`src/rtl/demux_dispatch_ctrl.sv`:
```
// demux_dispatch_ctrl: single-slot valid/ready dispatcher driving 1-to-4 demux selects.
// Revision 1.0 - initial release.
`default_nettype none

module demux_dispatch_ctrl #(
   parameter int WIDTH = 8
) (
   input  logic             clk,
   input  logic             rst,
   input  logic             MODE,
   input  logic             in_valid,
   output logic             in_ready,
   input  logic [WIDTH-1:0] in_data,
   input  logic [1:0]       DEST,
   output logic [WIDTH-1:0] D,
   output logic             S1,
   output logic             S0,
   output logic [3:0]       out_valid,
   input  logic [3:0]       out_ready,
   output logic [15:0]      dispatch_cnt
);

   typedef enum logic {
      ST_EMPTY = 1'b0,
      ST_FULL  = 1'b1
   } state_t;

   state_t           state_q, state_d;
   logic [1:0]       ptr_q, ptr_d;
   logic [1:0]       sel_q, sel_d;
   logic [WIDTH-1:0] data_q, data_d;
   logic [3:0]       valid_q, valid_d;
   logic [15:0]      cnt_q, cnt_d;

   logic             full;
   logic             xfer_out;
   logic             xfer_in;
   logic [1:0]       dest;

   always_ff @(posedge clk) begin
      if (rst) begin
         state_q <= ST_EMPTY;
         ptr_q   <= 2'd0;
         sel_q   <= 2'd0;
         data_q  <= '0;
         valid_q <= 4'd0;
         cnt_q   <= 16'd0;
      end else begin
         state_q <= state_d;
         ptr_q   <= ptr_d;
         sel_q   <= sel_d;
         data_q  <= data_d;
         valid_q <= valid_d;
         cnt_q   <= cnt_d;
      end
   end

   always_comb begin
      state_d  = state_q;
      ptr_d    = ptr_q;
      sel_d    = sel_q;
      data_d   = data_q;
      cnt_d    = cnt_q;
      valid_d  = 4'd0;

      full     = (state_q == ST_FULL);
      xfer_out = full & out_ready[sel_q];
      // Refill in the same cycle the held word departs keeps one word per cycle.
      in_ready = ~rst & (~full | xfer_out);
      xfer_in  = in_valid & in_ready;
      dest     = MODE ? DEST : ptr_q;

      case (state_q)
         ST_EMPTY: if (xfer_in)              state_d = ST_FULL;
         ST_FULL:  if (xfer_out && !xfer_in) state_d = ST_EMPTY;
         default:                            state_d = ST_EMPTY;
      endcase

      if (xfer_in) begin
         data_d = in_data;
         sel_d  = dest;
         if (!MODE) ptr_d = ptr_q + 2'd1;
      end

      if (xfer_out) cnt_d = cnt_q + 16'd1;

      // out_valid is registered, so it is derived from the next-state slot contents.
      if (state_d == ST_FULL) valid_d[sel_d] = 1'b1;
   end

   assign D            = data_q;
   assign S1           = sel_q[1];
   assign S0           = sel_q[0];
   assign out_valid    = valid_q;
   assign dispatch_cnt = cnt_q;

endmodule

`default_nettype wire

```
`config.mk`:
```
export PLATFORM = sky130hd
export DESIGN_NAME = demux_dispatch_ctrl
export DESIGN_NICKNAME = d
export VERILOG_FILES = /design/src/rtl/demux_dispatch_ctrl.sv
export SDC_FILE = /design/constraint.sdc
export NUM_CORES = 1
export LEC_CHECK = 0
export ABC_AREA = 1
export CORE_MARGIN = 4
export CORE_UTILIZATION = 46
export CTS_CLUSTER_SIZE = 40
export DETAILED_ROUTE_END_ITERATION = 10
export PLACE_DENSITY = 0.84
export SYNTH_ARGS = -nofsm -noshare
export SYNTH_HDL_FRONTEND = slang
export SYNTH_SLANG_ARGS = --single-unit
```
`constraint.sdc`:
```
create_clock -name clk -period 1.95 [get_ports clk]
set_clock_uncertainty 0.15 [all_clocks]
set_input_delay 0.39 -clock clk [delete_from_list [all_inputs] [get_ports clk]]
set_output_delay 0.39 -clock clk [all_outputs]
set_load 0.05 [all_outputs]
```
==> results.md <==
* Final worst-path cycle share at 95.5%
* Num rows at 21
* Status: completed
* Most frequent cells in the layout: nand2_1, buf_4, dfxtp_1, nand3_1, nor2_1
* Ant diodes at 0
* WL/cell at 11.9 um
* Switch share at approximately 30%
* DRT Pass-1 Iters at 4
* Global Route Usage Sum at approximately a fifth
* Number of buffers added on ports at between 40 and 50
* Vias per inst at 4.97
* Clock tree sinks at 33
* CP Class: flip-flop to primary output
* Core ar. at approximately 3300 um2
* Detailed-route DRC error count at 0
* Sequential power share at 49.3%
* Syn_nets at between 200 and 250
* Slowest cell on crit path: dfxtp_2
* Largest net degree at the start of global routing at 14
* PnR worst setup slack at around 87 ps
* Final setup fails at 0
* Leakage at around 0.93 nW
* Root Driver: clkbuf_4
* Crit path max-delay family: flip-flops
* First-pass GRT wire length at 6500 um
* Combinational fraction of design power at 20.0%
* Slew @ Worst Pin at 327 ps
* Met1 wire length at 1610 um
* Most common library cell in the layout ignoring fill and taps: nand2_1
* Die width at 66.6 um
* Vias at 1,656
* Buf/Inv on CP at 2
* Final Core Density at 65.9%
* CP max stage delay at about 350 ps
* GRT overflow at 0
* Die footprint at 4430 um2
* Mean post-synth cell area at 7.04 um2
* Share of layout cells above drive strength 1 at 22.3%
* Worst setup SP type: flip-flop
* CTS tree: done
* ANT nets after route at 0
* Required time of the critical path at 1410 ps
* Routed met2 length at 1980 um
* Power Dens Cells at 660 nW/um2
* Dpl ws at -20.2 ps
* Worst-Skew Late Latency at 340 ps
* Top_reg_cell synth: dfxtp_1
* Post-CTS Hold Buffers at 0
* Fmax at 0.537 GHz
* Slew Viols, Final at 0
* Fin crit period at 1860 ps
* Critical Path AT at 1320 ps
* DRT iter0 DRCs at between 90 and 100
* Cells after Synth at 224
* CP Cell Sequence: inv_1, nand2_1, nand3_2, nand2_4, a21oi_4, buf_12
* HP Class: flip-flop to flip-flop
* Int Power at just over 1 mW
* Num CTS Buffers at 5
* Placed wire-length estimate at between 2000 and 3000 um
* Critical path fanouts, max at 5
* Library cells used by synthesis at 27
* Clock buffer depth at 2
* Mapped cell area at 1580 um2
* WL final at approximately 4000 um
* Initial antenna violation count at 0
* Area delta synth->final at 39.3%
* Total number of H-tree levels at 2
* Vias in the first global route at 1,497
* Relative slew slack at 78.0%
* Clock Power Share at 30.7%
* Met3 wire len at 304 um
* MaxCap Viol Count at 0
* Starting Density at a little under half
* Gp weighted congestion at around 0.9
* Nets at 305
* Final hold violations at 0
* Register bit total from synthesis at 33
* Ports at 49
* Net Sw Power at 431 uW
* Die Y at 66.6 um
* Top sig layer: met4
* Crit end category: primary output
* Worst-path clk slew at 100 ps
* Worst vdd ir at 0.561 mV
* RSZ-0062 raised after global routing: false
* Ys async rst share at 0%
* Number of flops mapped to enable cells by yosys at 0
* YS warnings at 0
* Seq/Total Area, Yosys at around two fifths
-- per-stage QoR --
step | TNS, ps | std cells | area [um2] | total power [mW] | hold WS (ps)
global route | 0 | 333 | 2200 | 1.52 | 347
floorplan | 0 | 224 | 1590 | 0.899 | 349
CTS | 0 | 333 | 2200 | 1.47 | 327
finish | 0 | 333 | 2200 | 1.45 | 322
detailed placement | -37.0 | 322 | 2100 | 1.01 | 309
global placement | -23.6 | 322 | 2100 | 1.01 | 301
-- worst reg2reg max path: stages (launching register included) --
cell and delay, ps:
dfxtp_1 480, ha_1 220, nand3_1 100, nor2_1 190
nand3_1 130, xor2_1 150, nand2_1 60, a21oi_1 110
-- logic make-up (layout without fill, tap and decap cells) --
family                     count (synthesis)  in the layout  synth area share (%)
AOI/OAI and AO/OA                         30             30                  10.3
xor gates and xnor gates                   5              5                  2.78
adders and majority gates                  1              1                 0.793
buffers and inverters                     27             90                  7.85
DFF                                       33             33                  41.9
and+or+nand+nor                          128            128                  36.4
-- synthesized netlist by cell type, types with 2 or more instances --
cell type | n | area, um2
nor2_2 | 2 | 12.5
o21ai_0 | 8 | 40.0
a21oi_1 | 16 | 80.1
nand2_1 | 63 | 236
nand3_1 | 27 | 135
xnor2_1 | 4 | 35.0
inv_1 | 19 | 71.3
a31oi_1 | 2 | 12.5
buf_2 | 3 | 15.0
a21oi_2 | 2 | 17.5
nand4_1 | 4 | 25.0
dfxtp_1 | 33 | 661
nand3_2 | 2 | 20.0
nor2_1 | 21 | 78.8
buf_6 | 2 | 22.5
nor3_1 | 5 | 25.0
-- layout make-up --
cell class	instances	area (um2)
Sequential cell	33	662
Fill cell	311	1140
Multi-Input combinational cell	164	806
Timing Repair Buffer	62	528
Inverter	20	75.1
Tap cell	46	57.6
Clock inverter	1	5.00
Clock buffer	7	65.1
-- power by group through the flow --
stage | combinational [mW] | sequential (mW) | clock (mW)
after floorplan | 0.0978 | 0.801 | 0
after global placement | 0.278 | 0.730 | 0
after detailed placement | 0.282 | 0.731 | 0
after CTS | 0.289 | 0.716 | 0.461
after global routing | 0.309 | 0.720 | 0.489
final | 0.290 | 0.716 | 0.445
-- metal layers --
metal	GRT usage, %	vias to the layer above
met5	0	-
met4	6.35	0
met3	6.07	6
met2	34.3	58
met1	21.2	744
li1	-	848
-- what timing repair did --
item,in CTS,in global routing
pin swaps,6,0
resized for setup,5,1
setup buffers,3,0
endpoints found under the setup margin,1,1
-- registers in the layout, indices dropped and copies added, names as in the netlist --
name / count
dispatch_cnt: 16
full: 1
D: 8
ptr_q: 2
sel_q: 2
out_valid: 4
-- path summary, 6_finish.rpt --
check	from	to	slack, ps	cells after the start
worst max-delay path	sel_q[0]	in_ready	90	6
worst min register to register	D[2]	D[2]	320	2
worst max register to register	dispatch_cnt[0]	dispatch_cnt[14]	300	7
worst min-delay path	D[2]	D[2]	320	2
Power figures use the tool's default switching activity.
==> RTL change 1: new RTL, same settings <==
Take the reset off `data_q` and load it in a clocked block of its own.
--- a/src/rtl/demux_dispatch_ctrl.sv
+++ b/src/rtl/demux_dispatch_ctrl.sv
@@ -43,5 +43,4 @@
          ptr_q   <= 2'd0;
          sel_q   <= 2'd0;
-         data_q  <= '0;
          valid_q <= 4'd0;
          cnt_q   <= 16'd0;
@@ -50,8 +49,11 @@
          ptr_q   <= ptr_d;
          sel_q   <= sel_d;
-         data_q  <= data_d;
          valid_q <= valid_d;
          cnt_q   <= cnt_d;
       end
+   end
+
+   always_ff @(posedge clk) begin
+      data_q <= data_d;
    end
 
Formal check against the unedited RTL: differs if rst is asserted again (counterexample within 4 cycles, from zero or initial values and one cycle with rst high); with rst held inactive, the same outputs for 10 cycles.
==> RTL change 1 against the unedited design <==
Sequential cell count stayed put; wire length shrank 12%; worst setup slack got worse by 0.048 ns; power decreased by 9.0%; clock power is 21% lower; fmax down 2.5%; cell area shrank 2.6%; area after synthesis down 2.1%; largest cell class is now registers.
==> RTL change 1: results (changes against the unedited design) <==
[yosys]
yosys-top-cells-count = 50 x nand2_1, 25 x dfxtp_1, 21 x inv_1, 21 x nor2_1, 15 x a21oi_1
synth-edff-count = 8  ; +8
synth-main-ff-cell = dfxtp_1
postSynthNetCount = 214  ; -12%
seq_area_frac_synth = 0.4797  ; +0.06103
synth.distinct_cells = 30  ; +11%
yosysWarnings = 0  ; unchanged
synthTopCellsByArea = dfxtp_1 32%, edfxtp_1 16%, nand2_1 12%

[status]
status = complete, no violations

[critical_path]
critical_path_peak_fanout = 3  ; -2
reg2regPathDepth = 10  ; +3
arrival_ns = 1.37  ; +0.05 ns

[sta]
relSlewSlack = 0.7617  ; -0.01790

[power_and_ir_drop]
p_leak_uw = 0.0008617  ; -7.3%
powerSeq_uw = 730  ; +2%
p_clk_uw = 353  ; -21%
vdd_drop_max_uv = 330.9  ; -41%
power.internal_uw = 962.7  ; -5.6%

[final_layout]
diodes = 0  ; unchanged
fillCellCount = 261  ; -16%
nNetsFinal = 278  ; -8.9%
drive_above_1_share = 0.2538  ; +0.03085

[min_path]
holdPathStages = 2  ; unchanged

[placement]
pre_cts_slack_ns = -0.03581  ; -0.01563 ns
hpwl_um = 2788  ; -6.3%
place_congestion = 0.8661  ; -3.3%

[clocking]
clk_pin_slew_worst_paths_ns = 0.09
worstSkewPairLatency_ns = 0.32  ; -0.02 ns

[global_route]
grt_pass1_vias = 1348  ; -10%
grt_pass1_wl_um = 5692  ; -12%
grt_usage = 0.1722  ; -0.01926

[routing]
drtIter0Drc = 77  ; -15%
vias = 1454  ; -12%
wl_per_cell_um = 11.50  ; -3.2%
firstDrtPassIters = 4  ; unchanged

[RTL change 1: cell count changes in the layout (fill, tap and decap cells not counted), moves of 3 or more]
cell / unedited run / this run
dfxtp_1: 32 / 23
nand2_1: 63 / 49
edfxtp_1: 0 / 8
nor3_2: 0 / 3
clkdlybuf4s50_1: 13 / 16
nand2_2: 0 / 4
dlygate4sd2_1: 4 / 0
nand3_1: 27 / 11
clkbuf_1: 0 / 3
xnor2_1: 4 / 1
[RTL change 1: routing by layer]
metal,up-vias,GRT usage,part of all wire,wire length [µm]
met5,-,0,0,0
met1,643,0.2019,0.45,1560
met2,41,0.2941,0.49,1723
li1,766,-,-,-
met4,0,0.06853,0.015,53
met3,4,0.04932,0.045,157
[RTL change 1: cells by family (layout without fill, tap and decap cells)]
kind of cell             after synthesis  count (layout)  synth area share
AO/OA/AOI/OAI                         26              26           0.09400
XOR/XNOR                               2               2           0.01135
adder cells (fa/ha/maj)                1               1          0.008102
buffers and inverters                 25              90           0.06645
flip-flops                            33              33            0.4797
AND/OR/NAND/NOR                      108             108            0.3404
[RTL change 1: critical path, cell delays in order]
cell and delay (ns):
clkdlybuf4s50_1 0.46, nand2_1 0.06, nand3_2 0.09, nand2_4 0.06, nand2_4 0.07, nand2_2 0.05, inv_2 0.06, buf_12 0.13
[RTL change 1: worst paths after layout]
kind / endpoint / start / slack [ns]
max: in_ready / out_ready[1] / 0.04
min reg2reg: dispatch_cnt[15]$_SDFFE_PP0P_ / dispatch_cnt[15]$_SDFFE_PP0P_ / 0.34
min: dispatch_cnt[15]$_SDFFE_PP0P_ / dispatch_cnt[15]$_SDFFE_PP0P_ / 0.34
max reg2reg: dispatch_cnt[4]$_SDFFE_PP0P_ / sel_q[0]$_SDFF_PP0_ / 0.26
[RTL change 1: layout make-up]
class                           instances  share of cell area
Sequential cell                        33              0.3472
Multi-Input combinational cell        137              0.3285
Timing Repair Buffer                   60              0.2373
Inverter                               22             0.03857
Tap cell                               44             0.02572
Clock buffer                            8             0.02279
[RTL change 1: per-stage QoR]
step | util | total power [µW] | cells | instance area (µm²) | setup TNS, ns
global placement | 0.6600 | 969.2 | 293 | 2064 | -0.02333
global route | 0.6844 | 1395 | 304 | 2141 | -0.006864
CTS | 0.6780 | 1321 | 302 | 2121 | 0
floorplan | - | 875.6 | 195 | 1546 | 0
finish | 0.6844 | 1320 | 304 | 2141 | 0
detailed placement | 0.6600 | 973.1 | 293 | 2064 | -0.04354
[RTL change 1: what timing repair did]
action	4_1_cts	5_1_grt
gates cloned	0	0
buffers inserted	1	2
setup endpoints to repair	1	1
pin swaps	2	4
resized for setup	1	2
==> RTL change 2: new RTL, same settings <==
Without the edit above. Set the parameter `WIDTH` to 6 (it was 8).
--- a/src/rtl/demux_dispatch_ctrl.sv
+++ b/src/rtl/demux_dispatch_ctrl.sv
@@ -4,5 +4,5 @@
 
 module demux_dispatch_ctrl #(
-   parameter int WIDTH = 8
+   parameter int WIDTH = 6
 ) (
    input  logic             clk,
Ports: changed (resized D and in_data); port bits go from 49 to 45. The function was not compared with the original's and may differ.
==> RTL change 2 against the unedited design <==
Combinational power fell by 13%; synthesized cell count fell by 3.1%; wire length fell by 13%; area after synthesis fell by 5.9%; cell area fell by 6.5%; power fell by 11%; non-clock buffer count fell by 7; worst setup slack got worse by 0.046 ns; sequential cell count fell by 2; sequential power fell by 6.8%.
==> RTL change 2: results (changes against the unedited design) <==
[global_route]
grt_max_degree = 19  ; +5
grt_pass1_vias = 1423  ; -4.9%
grt_pass1_wl_um = 5720  ; -12%
grt_usage = 0.1745  ; -0.01697

[placement]
place_congestion = 0.8197  ; -8.5%
hpwl_um = 2609  ; -12%
portBuffers = 44  ; -8.3%
pre_cts_slack_ns = -0.04616  ; -0.02599 ns

[clocking]
post-cts-setup-buffer-count = 1  ; -2
clock_path_buffers = 2  ; unchanged
cts_resized = 3  ; -2
worstSkewPairLatency_ns = 0.33

[sta]
relSlewSlack = 0.8094  ; +0.02978

[routing]
drt_wl_total_um = 3451  ; -13%
met3WireLength_um = 310  ; +2.0%
met1Wirelength_um = 1386  ; -14%
drc = 0  ; unchanged
routed-wl-met2_um = 1708  ; -14%
vias_per_cell = 4.889  ; -1.7%

[critical_path]
cp-startpoint = out_ready[1]
crit_family = buffers and inverters
critical_path_peak_fanout = 2  ; -3
crit_slowest_cell = clkdlybuf4s50_1
r2r-start = sel_q[0]$_SDFF_PP0_
reg2regPathDepth = 9  ; +2
arrival_ns = 1.37  ; +0.05 ns
crit_path_max_incr_delay_ns = 0.45  ; +0.10 ns

[final_layout]
fillCellCount = 276  ; -11%
nNetsFinal = 289  ; -5.2%
drive_above_1_share = 0.2206  ; -0.002408

[power_and_ir_drop]
swShare = 0.2914  ; -0.005798
vdd_drop_max_uv = 422.3  ; -25%
p_leak_uw = 0.0008742  ; -6.0%

[yosys]
postSynthNetCount = 234  ; -3.7%
seq_area_frac_synth = 0.4182  ; -0.0005028
yosys-top-cells-count = 67 x nand2_1, 31 x dfxtp_1, 25 x nor2_1, 20 x nand3_1, 17 x a21oi_1
synthTopCellsByArea = dfxtp_1 42%, nand2_1 17%, nand3_1 6.7%
synth.distinct_cells = 26  ; -3.7%

[status]
status = complete, no violations

RTL change 2: layout make-up:
class / count / area, µm² / share of cell area
multi-input combinational: 161 / 783.3 / 0.3812
timing repair buffer: 55 / 470.5 / 0.2290
sequential: 31 / 621.8 / 0.3027
clock buffer: 6 / 51.30 / 0.02497
inverter: 18 / 67.56 / 0.03289
clock inverter: 1 / 5.005 / 0.002436
tap: 44 / 55.05 / 0.02680
RTL change 2: path summary, 6_finish.rpt:
check                                                    end  slack, ns
worst min-delay path                       D[2]$_SDFFE_PP0P_       0.32
worst min register to register             D[2]$_SDFFE_PP0P_       0.32
worst max register to register  dispatch_cnt[2]$_SDFFE_PP0P_       0.29
worst max-delay path                                in_ready       0.04
RTL change 2: per-stage QoR:
step	instance area (µm²)	std cells	setup TNS, ns
floorplan	1495	217	0
global placement	1949	306	-0.01443
detailed placement	1949	306	-0.3973
CTS	2026	314	0
global route	2054	316	-0.002269
finish	2054	316	0
RTL change 2: per-layer routing:
layer / GRT usage / up-vias
met3: 0.08146 / 5
met4: 0.06069 / 0
met2: 0.3078 / 58
met1: 0.1799 / 675
li1: - / 807
met5: 0 / -
RTL change 2: power groups by stage:
| stage | sequential, µW | clock [µW] | combinational, µW |
|---|---|---|---|
| floorplan | 742 | 0 | 87.6 |
| global placement | 681 | 0 | 238 |
| detailed placement | 682 | 0 | 241 |
| CTS | 667 | 391 | 245 |
| global route | 670 | 421 | 269 |
| finish | 667 | 377 | 251 |
RTL change 2: logic make-up (layout without fill, tap and decap cells):
group           count (synthesis)  after routing  synth area share
compound gates                 30             30            0.1088
xor+xnor                        7              7           0.04132
fa+ha+maj                       1              1          0.008430
buf+inv                        25             80           0.07335
flops                          31             31            0.4182
simple gates                  123            123            0.3499
